--- src/rtl/laser_pkg.sv ---
// Shared widths, engine/mode encodings and default colours for the laser datapath.
// Optional build macro used by datapath_laser: LASER_REDRAW_ERASE_EN.
package laser_pkg;
    localparam int X_W   = 8;
    localparam int Y_W   = 7;
    localparam int C_W   = 3;
    // Signed width for Bresenham error terms; holds 2*err for a 160x120 screen.
    localparam int ERR_W = 11;

    localparam logic [C_W-1:0] LASER_COLOUR_DEF = 3'b100;
    localparam logic [C_W-1:0] BG_COLOUR_DEF    = 3'b000;

    typedef enum logic [1:0] {
        ENG_IDLE = 2'd0,
        ENG_INIT = 2'd1,
        ENG_STEP = 2'd2,
        ENG_DONE = 2'd3
    } eng_state_t;

    typedef enum logic [1:0] {
        MODE_DRAW   = 2'd0,
        MODE_ERASE  = 2'd1,
        MODE_REDRAW = 2'd2
    } mode_t;
endpackage

--- src/rtl/line_engine.sv ---
// Bresenham line stepper: one pixel per clock from (i_x0,i_y0) to (i_x1,i_y1).
// Endpoints must stay stable from start until done; colour is captured at start.
module line_engine
    import laser_pkg::*;
(
    input  logic           clk,
    input  logic           resetn,
    input  logic           i_abort,
    input  logic           i_start,
    input  logic [X_W-1:0] i_x0,
    input  logic [Y_W-1:0] i_y0,
    input  logic [X_W-1:0] i_x1,
    input  logic [Y_W-1:0] i_y1,
    input  logic [C_W-1:0] i_colour,
    output logic [X_W-1:0] o_vga_x,
    output logic [Y_W-1:0] o_vga_y,
    output logic [C_W-1:0] o_colour,
    output logic           o_plot,
    output logic           o_done,
    output logic [1:0]     o_state
);
    eng_state_t              r_state, w_next;
    logic [X_W-1:0]          r_x, r_last_x;
    logic [Y_W-1:0]          r_y, r_last_y;
    logic [C_W-1:0]          r_colour, r_last_c;
    logic signed [ERR_W-1:0] r_dx, r_dy, r_err;
    logic                    r_sx_neg, r_sy_neg;

    logic signed [ERR_W-1:0] w_ddx, w_ddy, w_adx, w_ady, w_e2, w_err_nxt;
    logic                    w_at_end, w_step_x, w_step_y;

    always_comb begin
        w_ddx = $signed({{(ERR_W-X_W){1'b0}}, i_x1}) - $signed({{(ERR_W-X_W){1'b0}}, i_x0});
        w_ddy = $signed({{(ERR_W-Y_W){1'b0}}, i_y1}) - $signed({{(ERR_W-Y_W){1'b0}}, i_y0});
        w_adx = w_ddx[ERR_W-1] ? -w_ddx : w_ddx;
        w_ady = w_ddy[ERR_W-1] ? -w_ddy : w_ddy;
        w_at_end  = (r_x == i_x1) && (r_y == i_y1);
        w_e2      = r_err <<< 1;
        w_step_x  = (w_e2 >= r_dy);
        w_step_y  = (w_e2 <= r_dx);
        w_err_nxt = r_err + (w_step_x ? r_dy : 11'sd0) + (w_step_y ? r_dx : 11'sd0);
    end

    always_comb begin
        w_next = r_state;
        case (r_state)
            ENG_IDLE: if (i_start) w_next = ENG_INIT;
            ENG_INIT: w_next = ENG_STEP;
            ENG_STEP: if (w_at_end) w_next = ENG_DONE;
            ENG_DONE: w_next = i_start ? ENG_INIT : ENG_IDLE;
            default:  w_next = ENG_IDLE;
        endcase
        if (i_abort) w_next = ENG_IDLE;
    end

    assign o_plot   = (r_state == ENG_STEP) && !i_abort;
    assign o_done   = (r_state == ENG_DONE) && !i_abort;
    assign o_state  = r_state;
    assign o_vga_x  = o_plot ? r_x      : r_last_x;
    assign o_vga_y  = o_plot ? r_y      : r_last_y;
    assign o_colour = o_plot ? r_colour : r_last_c;

    always_ff @(posedge clk) begin
        if (!resetn) begin
            r_state  <= ENG_IDLE;
            r_x      <= '0;
            r_y      <= '0;
            r_dx     <= '0;
            r_dy     <= '0;
            r_err    <= '0;
            r_sx_neg <= 1'b0;
            r_sy_neg <= 1'b0;
            r_colour <= '0;
            r_last_x <= '0;
            r_last_y <= '0;
            r_last_c <= '0;
        end else begin
            r_state <= w_next;
            if (i_start && !i_abort && (r_state == ENG_IDLE || r_state == ENG_DONE))
                r_colour <= i_colour;
            if (r_state == ENG_INIT) begin
                r_x      <= i_x0;
                r_y      <= i_y0;
                r_dx     <= w_adx;
                r_dy     <= -w_ady;
                r_err    <= w_adx - w_ady;
                r_sx_neg <= w_ddx[ERR_W-1];
                r_sy_neg <= w_ddy[ERR_W-1];
            end else if (r_state == ENG_STEP && !w_at_end) begin
                if (w_step_x) r_x <= r_sx_neg ? r_x - X_W'(1) : r_x + X_W'(1);
                if (w_step_y) r_y <= r_sy_neg ? r_y - Y_W'(1) : r_y + Y_W'(1);
                r_err <= w_err_nxt;
            end
            // Plot bus holds the last written pixel while idle.
            if (o_plot) begin
                r_last_x <= r_x;
                r_last_y <= r_y;
                r_last_c <= r_colour;
            end
        end
    end
endmodule

--- src/rtl/datapath_laser.sv ---
// Laser datapath: range check, cooldown counter, endpoint storage and draw/erase sequencing.
// Define LASER_REDRAW_ERASE_EN to erase a stale line before drawing to a new target.
module datapath_laser
    import laser_pkg::*;
#(
    parameter int             RANGE        = 40,
    parameter int             DELAY_CYCLES = 5000000,
    parameter int             DELAY_W      = 23,
    parameter logic [C_W-1:0] LASER_COLOUR = LASER_COLOUR_DEF,
    parameter logic [C_W-1:0] BG_COLOUR    = BG_COLOUR_DEF
) (
    input  logic       clk,
    input  logic       resetn,
    input  logic       disabled,
    input  logic       wait_draw,
    input  logic       draw_laser,
    input  logic       erase,
    input  logic       delay,
    input  logic [7:0] tower_x,
    input  logic [6:0] tower_y,
    input  logic [7:0] car_x,
    input  logic [6:0] car_y,
    input  logic       car_valid,
    output logic       car_in_range,
    output logic       draw_done,
    output logic       drawn,
    output logic       erase_done,
    output logic       delay_done,
    output logic [7:0] vga_x,
    output logic [6:0] vga_y,
    output logic [2:0] colour,
    output logic       plot
);
    logic [X_W-1:0]     r_p0x, r_p1x, r_n0x, r_n1x;
    logic [Y_W-1:0]     r_p0y, r_p1y, r_n0y, r_n1y;
    mode_t              r_mode, w_mode_nxt;
    logic               r_drawn, r_erase_nop, r_in_range, r_delay_done;
    logic [DELAY_W-1:0] r_cnt;

    logic               w_erase_act, w_draw_act, w_delay_act, w_idle, w_redraw;
    logic               w_start, w_take_new, w_stash, w_take_stash, w_eng_done;
    logic [C_W-1:0]     w_start_colour;
    logic [1:0]         w_state;
    logic signed [8:0]  w_ddx, w_ddy;
    logic [8:0]         w_adx, w_ady;

    assign w_erase_act = erase && !disabled;
    assign w_draw_act  = draw_laser && !disabled && !erase;
    assign w_delay_act = delay && !disabled && !erase && !draw_laser;
    assign w_idle      = (w_state == ENG_IDLE);

`ifdef LASER_REDRAW_ERASE_EN
    assign w_redraw = r_drawn && ((car_x != r_p1x) || (car_y != r_p1y));
`else
    assign w_redraw = 1'b0;
`endif

    always_comb begin
        w_start        = 1'b0;
        w_start_colour = LASER_COLOUR;
        w_mode_nxt     = r_mode;
        w_take_new     = 1'b0;
        w_stash        = 1'b0;
        w_take_stash   = 1'b0;
        if (w_idle && w_erase_act && r_drawn) begin
            w_start        = 1'b1;
            w_start_colour = BG_COLOUR;
            w_mode_nxt     = MODE_ERASE;
        end else if (w_idle && w_draw_act && w_redraw) begin
            w_start        = 1'b1;
            w_start_colour = BG_COLOUR;
            w_mode_nxt     = MODE_REDRAW;
            w_stash        = 1'b1;
        end else if (w_idle && w_draw_act) begin
            w_start    = 1'b1;
            w_mode_nxt = MODE_DRAW;
            w_take_new = 1'b1;
        end else if (w_eng_done && r_mode == MODE_REDRAW) begin
            // Old line is cleared; chain straight into the new one.
            w_start      = 1'b1;
            w_mode_nxt   = MODE_DRAW;
            w_take_stash = 1'b1;
        end
    end

    line_engine u_engine (
        .clk      (clk),
        .resetn   (resetn),
        .i_abort  (disabled),
        .i_start  (w_start),
        .i_x0     (r_p0x),
        .i_y0     (r_p0y),
        .i_x1     (r_p1x),
        .i_y1     (r_p1y),
        .i_colour (w_start_colour),
        .o_vga_x  (vga_x),
        .o_vga_y  (vga_y),
        .o_colour (colour),
        .o_plot   (plot),
        .o_done   (w_eng_done),
        .o_state  (w_state)
    );

    always_comb begin
        w_ddx = $signed({1'b0, car_x}) - $signed({1'b0, tower_x});
        w_ddy = $signed({2'b00, car_y}) - $signed({2'b00, tower_y});
        w_adx = w_ddx[8] ? -w_ddx : w_ddx;
        w_ady = w_ddy[8] ? -w_ddy : w_ddy;
    end

    assign car_in_range = r_in_range;
    assign drawn        = r_drawn;
    assign delay_done   = r_delay_done;
    assign draw_done    = w_eng_done && (r_mode == MODE_DRAW);
    assign erase_done   = (w_eng_done && (r_mode == MODE_ERASE)) || r_erase_nop;

    always_ff @(posedge clk) begin
        if (!resetn) begin
            r_p0x        <= '0;
            r_p0y        <= '0;
            r_p1x        <= '0;
            r_p1y        <= '0;
            r_n0x        <= '0;
            r_n0y        <= '0;
            r_n1x        <= '0;
            r_n1y        <= '0;
            r_mode       <= MODE_DRAW;
            r_drawn      <= 1'b0;
            r_erase_nop  <= 1'b0;
            r_in_range   <= 1'b0;
            r_delay_done <= 1'b0;
            r_cnt        <= '0;
        end else begin
            r_in_range <= car_valid && (w_adx <= 9'(RANGE)) && (w_ady <= 9'(RANGE));
            r_mode     <= w_mode_nxt;
            if (w_take_new) begin
                r_p0x <= tower_x;
                r_p0y <= tower_y;
                r_p1x <= car_x;
                r_p1y <= car_y;
            end
            if (w_stash) begin
                r_n0x <= tower_x;
                r_n0y <= tower_y;
                r_n1x <= car_x;
                r_n1y <= car_y;
            end
            if (w_take_stash) begin
                r_p0x <= r_n0x;
                r_p0y <= r_n0y;
                r_p1x <= r_n1x;
                r_p1y <= r_n1y;
            end
            if (disabled)
                r_drawn <= 1'b0;
            else if (w_eng_done && r_mode == MODE_DRAW)
                r_drawn <= 1'b1;
            else if (w_eng_done && r_mode == MODE_ERASE)
                r_drawn <= 1'b0;
            r_erase_nop <= w_idle && w_erase_act && !r_drawn && !r_erase_nop;
            if (!w_delay_act) begin
                r_cnt        <= '0;
                r_delay_done <= 1'b0;
            end else if (r_cnt == DELAY_W'(DELAY_CYCLES - 1)) begin
                r_cnt        <= '0;
                r_delay_done <= 1'b1;
            end else begin
                r_cnt        <= r_cnt + DELAY_W'(1);
                r_delay_done <= 1'b0;
            end
        end
    end

    logic w_unused;
    assign w_unused = wait_draw;
endmodule

--- config.mk ---
export PLATFORM = sky130hd
export DESIGN_NAME = datapath_laser
export DESIGN_NICKNAME = d
export VERILOG_FILES = /design/src/rtl/laser_pkg.sv /design/src/rtl/line_engine.sv /design/src/rtl/datapath_laser.sv
export SDC_FILE = /design/constraint.sdc
export NUM_CORES = 1
export LEC_CHECK = 0
export ABC_AREA = 1
export BUFFER_PORTS_ARGS = -buffer_cell sky130_fd_sc_hd__clkbuf_2
export CAP_MARGIN = 20
export CORE_MARGIN = 2
export CORE_UTILIZATION = 60
export DETAILED_ROUTE_END_ITERATION = 7
export GPL_TIMING_DRIVEN = 0
export PLACE_DENSITY = 0.79
export SYNTH_ARGS = -nofsm -noshare
export SYNTH_HDL_FRONTEND = slang
export SYNTH_SLANG_ARGS = --single-unit
--- constraint.sdc ---
create_clock -name clk -period 6.3 [get_ports clk]
set_input_delay 0.945 -clock clk [delete_from_list [all_inputs] [get_ports clk]]
set_output_delay 0.945 -clock clk [all_outputs]
set_load 0.03 [all_outputs]
==> results by group <==
Detailed routing
  • DRC: 0
  • 1st-iter DRT viols: 495
  • WL/cell: 14.8 µm
  • Vias/cell: 5.49
  • Final WL: 23,500 µm
  • Total number of vias: 8,680
  • DRT antenna net count: 0
  • Pre-Repair DR Iteration Count: 5

STA
  • Final Max Tran Viols: 0
  • Slew @ Worst Pin: 0.737 ns
  • Setup_tns: 0 ns
  • Final Hold Viols: 0
  • RSZ-0062 raised after global routing: no
  • Clock skew: 0.00602 ns
  • Post-layout min period: 4.15 ns
  • Final setup margin: 2.15 ns
  • Final setup viols: 0
  • Fmax: 241 MHz
  • Post-route clock period utilization: 65.8%
  • Worst slew margin: 50.7%
  • WHS: 0.421 ns

Layout
  • Commonest cells after routing, fill and taps aside: nand2_1 (245), inv_1 (213), dfxtp_1 (128)
  • Commonest non-fill, non-tap cell in the layout: nand2_1
  • Final antenna diode count: 0
  • Multi-input logic area: 5650 µm²
  • Layout area overhead: 13.0%
  • Fin cells: 1,581
  • Final Cell Area: 10,300 µm²
  • Filler cells: 1,329
  • Flip-flop and latch area: 2560 µm²
  • Share of cells above drive strength 1: 10.3%
  • Final Net Count: 1,522

Power and ir drop
  • Logic pwr share: 38.6%
  • Sequential share of power: 27.2%
  • PD cells: 316 nW/µm²
  • Pint: 0.00203 W
  • NetSw: 0.00124 W
  • Clock power share: 34.2%
  • Leakage power: 5.07 nW
  • Net Sw Frac: 37.9%
  • VDD IR max: 0.169 mV

CTS
  • CTS buffer count: 17
  • Post-CTS Setup Repair Bufs: 0
  • CTS max path bufs: 2
  • Post-CTS Resized: 0
  • Max H-tree Level: 4
  • CTS tree: done
  • Hold Buf Count CTS: 0
  • CTS Sinks: 128
  • CTS clk-pin slew, worst paths: 0.06 ns
  • Clock root buffer: clkbuf_16
  • Skew-Pair Late Insertion Delay: 0.43 ns

Global routing
  • Largest net degree at the start of global routing: 17
  • Initial antenna violation count: 0
  • Tot GR Track Use: 29.4%
  • Gr ovfl total: 0
  • Vias in the first global route: 8,094
  • First-pass GRT wire length: 38,300 µm

Yosys
  • Synth Instances: 1,302
  • Top cell type's share of synthesized area: 28.0%
  • Post-synth EDFFs: 0
  • Mapped Nets: 1,444
  • FFs w/ async S/R, synth: 0%
  • Top cells by area, synth: dfxtp_1 (28%), ha_1 (12%), nand2_1 (10%)
  • Mapped Area: 9160 µm²
  • Post-synth top area cell: dfxtp_1
  • Synth warn: 0
  • Primary FF master, synth: dfxtp_1
  • Netlist cell types: 53
  • Syn avg cell area: 7.03 µm²
  • Yosys reg bits: 128
  • Sequential area share after synthesis: 28.0%

Placement
  • Hpwl dp: 18,100 µm
  • Dpl cell area: 9690 µm²
  • Placer Congestion: 0.934
  • Place WS: 2.22 ns
  • Placed Cells: 1,549
  • IO buf count: 59

Min path
  • Hold Crit Class: reg -> reg

Floorplanning
  • Core Footprint: 15,000 µm²
  • Core Rows: 45
  • Die W: 128 µm
  • Total Die Area: 16,300 µm²
  • Die height: 128 µm
  • Initial Util: 60.9%
  • Io pins: 62

Critical path
  • WP data required: 6.66 ns
  • Worst-path maximum fanout: 10
  • Critical Path Start Type: register
  • Crit. End Element: register
  • CP top delay family: simple AND/OR/NAND/NOR gates
  • Largest stage delay, worst path: 0.52 ns
  • Most Frequent Cell on Critical Path: nand2_1
  • Setup CP Type: reg -> reg
  • Worst path slowest cell: fa_1
  • CP Data Arrival Time: 4.50 ns
  • Crit path buf inv count: 4

Flow run
  • MaxCap Viol Count: 0

Outcome
  • Status: complete, no violations
==> state kept, by name, summed over array words and instances (netlist names), 2 cells and up <==
signal             cells
r_cnt                 23
r_p0x                  8
r_p0y                  7
r_p1x                  8
r_p1y                  7
u_engine.o_state       2
u_engine.r_dx         11
u_engine.r_dy         11
u_engine.r_err        10
u_engine.r_last_c      3
u_engine.r_last_x      8
u_engine.r_last_y      7
u_engine.r_x           8
u_engine.r_y           7
==> worst reg2reg max path: cells and delay by family (launching register included) <==
kind                     cells  cell delay, ns
AO/OA/AOI/OAI                1            0.14
flip-flops                   1            0.40
AND/OR/NAND/NOR             16            1.66
buffers and inverters        4            0.43
adder cells (fa/ha/maj)      4            1.45
==> power by group through the flow <==
stage	Sequential, W	Combinational [W]	Clock, W
detailed placement	0.000904	0.00121	0
global route	0.000891	0.00140	0.00116
floorplan	0.000891	0.000951	0
global placement	0.000904	0.00119	0
CTS	0.000887	0.00124	0.00112
finish	0.000888	0.00126	0.00112
==> synth_stat cells (4+ instances only) <==
cell type,count
nor3_1,19
a31oi_1,16
nand2_1,245
nand4_1,14
nor3b_1,7
xor2_1,33
inv_1,213
o22ai_1,12
xnor2_1,30
nand3_1,61
a211oi_1,6
nand3b_1,6
o21ai_0,90
or2_2,22
clkbuf_1,23
fa_1,17
nand2_2,5
ha_1,87
nor4_1,9
a21o_1,4
o21ai_1,7
o21a_1,5
a21oi_1,78
nor2_1,122
dfxtp_1,128
==> logic make-up after synthesis <==
group	share of synthesized area, %
adders and majority gates	15.6
DFF	28.0
other	0.0409
buffers and inverters	10.3
AOI/OAI and AO/OA	13.7
and+or+nand+nor	25.5
xor gates and xnor gates	6.86
==> path summary, 6_finish.rpt <==
kind                                 start                             end  slack [ns]  depth (start not counted)
max          u_engine.r_dx[6]$_SDFFE_PN0P_  u_engine.r_err[9]$_SDFFE_PN0P_        2.15                         25
min reg2reg         r_erase_nop$_SDFF_PN0_          r_erase_nop$_SDFF_PN0_        0.42                          1
min                 r_erase_nop$_SDFF_PN0_          r_erase_nop$_SDFF_PN0_        0.42                          1
max reg2reg  u_engine.r_dx[6]$_SDFFE_PN0P_  u_engine.r_err[9]$_SDFFE_PN0P_        2.15                         25
==> per-stage QoR <==
| step | util (%) | power (W) |
|---|---|---|
| finish | 68.8 | 0.00327 |
| global route | 68.8 | 0.00345 |
| CTS | 68.8 | 0.00324 |
| detailed placement | 64.4 | 0.00212 |
| global placement | 64.4 | 0.00209 |
| floorplan | - | 0.00184 |
==> area by class of cell <==
type                       instances  share of cell area [%]
multi-input combinational        927                    54.6
sequential                       128                    24.8
inverter                         219                    7.97
clock buffer                      21                    4.45
timing repair buffer              59                    2.85
tap                              188                    2.27
clock inverter                    11                    1.95
buffer                            28                    1.12
==> per-layer routing <==
metal  GRT usage (%)  routed length, µm  vias to the layer above
met5               0                  0                        -
met2            50.8              11200                      299
met1            36.3               9970                     3923
met3            5.11               1460                       66
met4            12.4                865                        0
li1                -                  -                     4392
No activity file was read; power rests on OpenSTA's default activity.
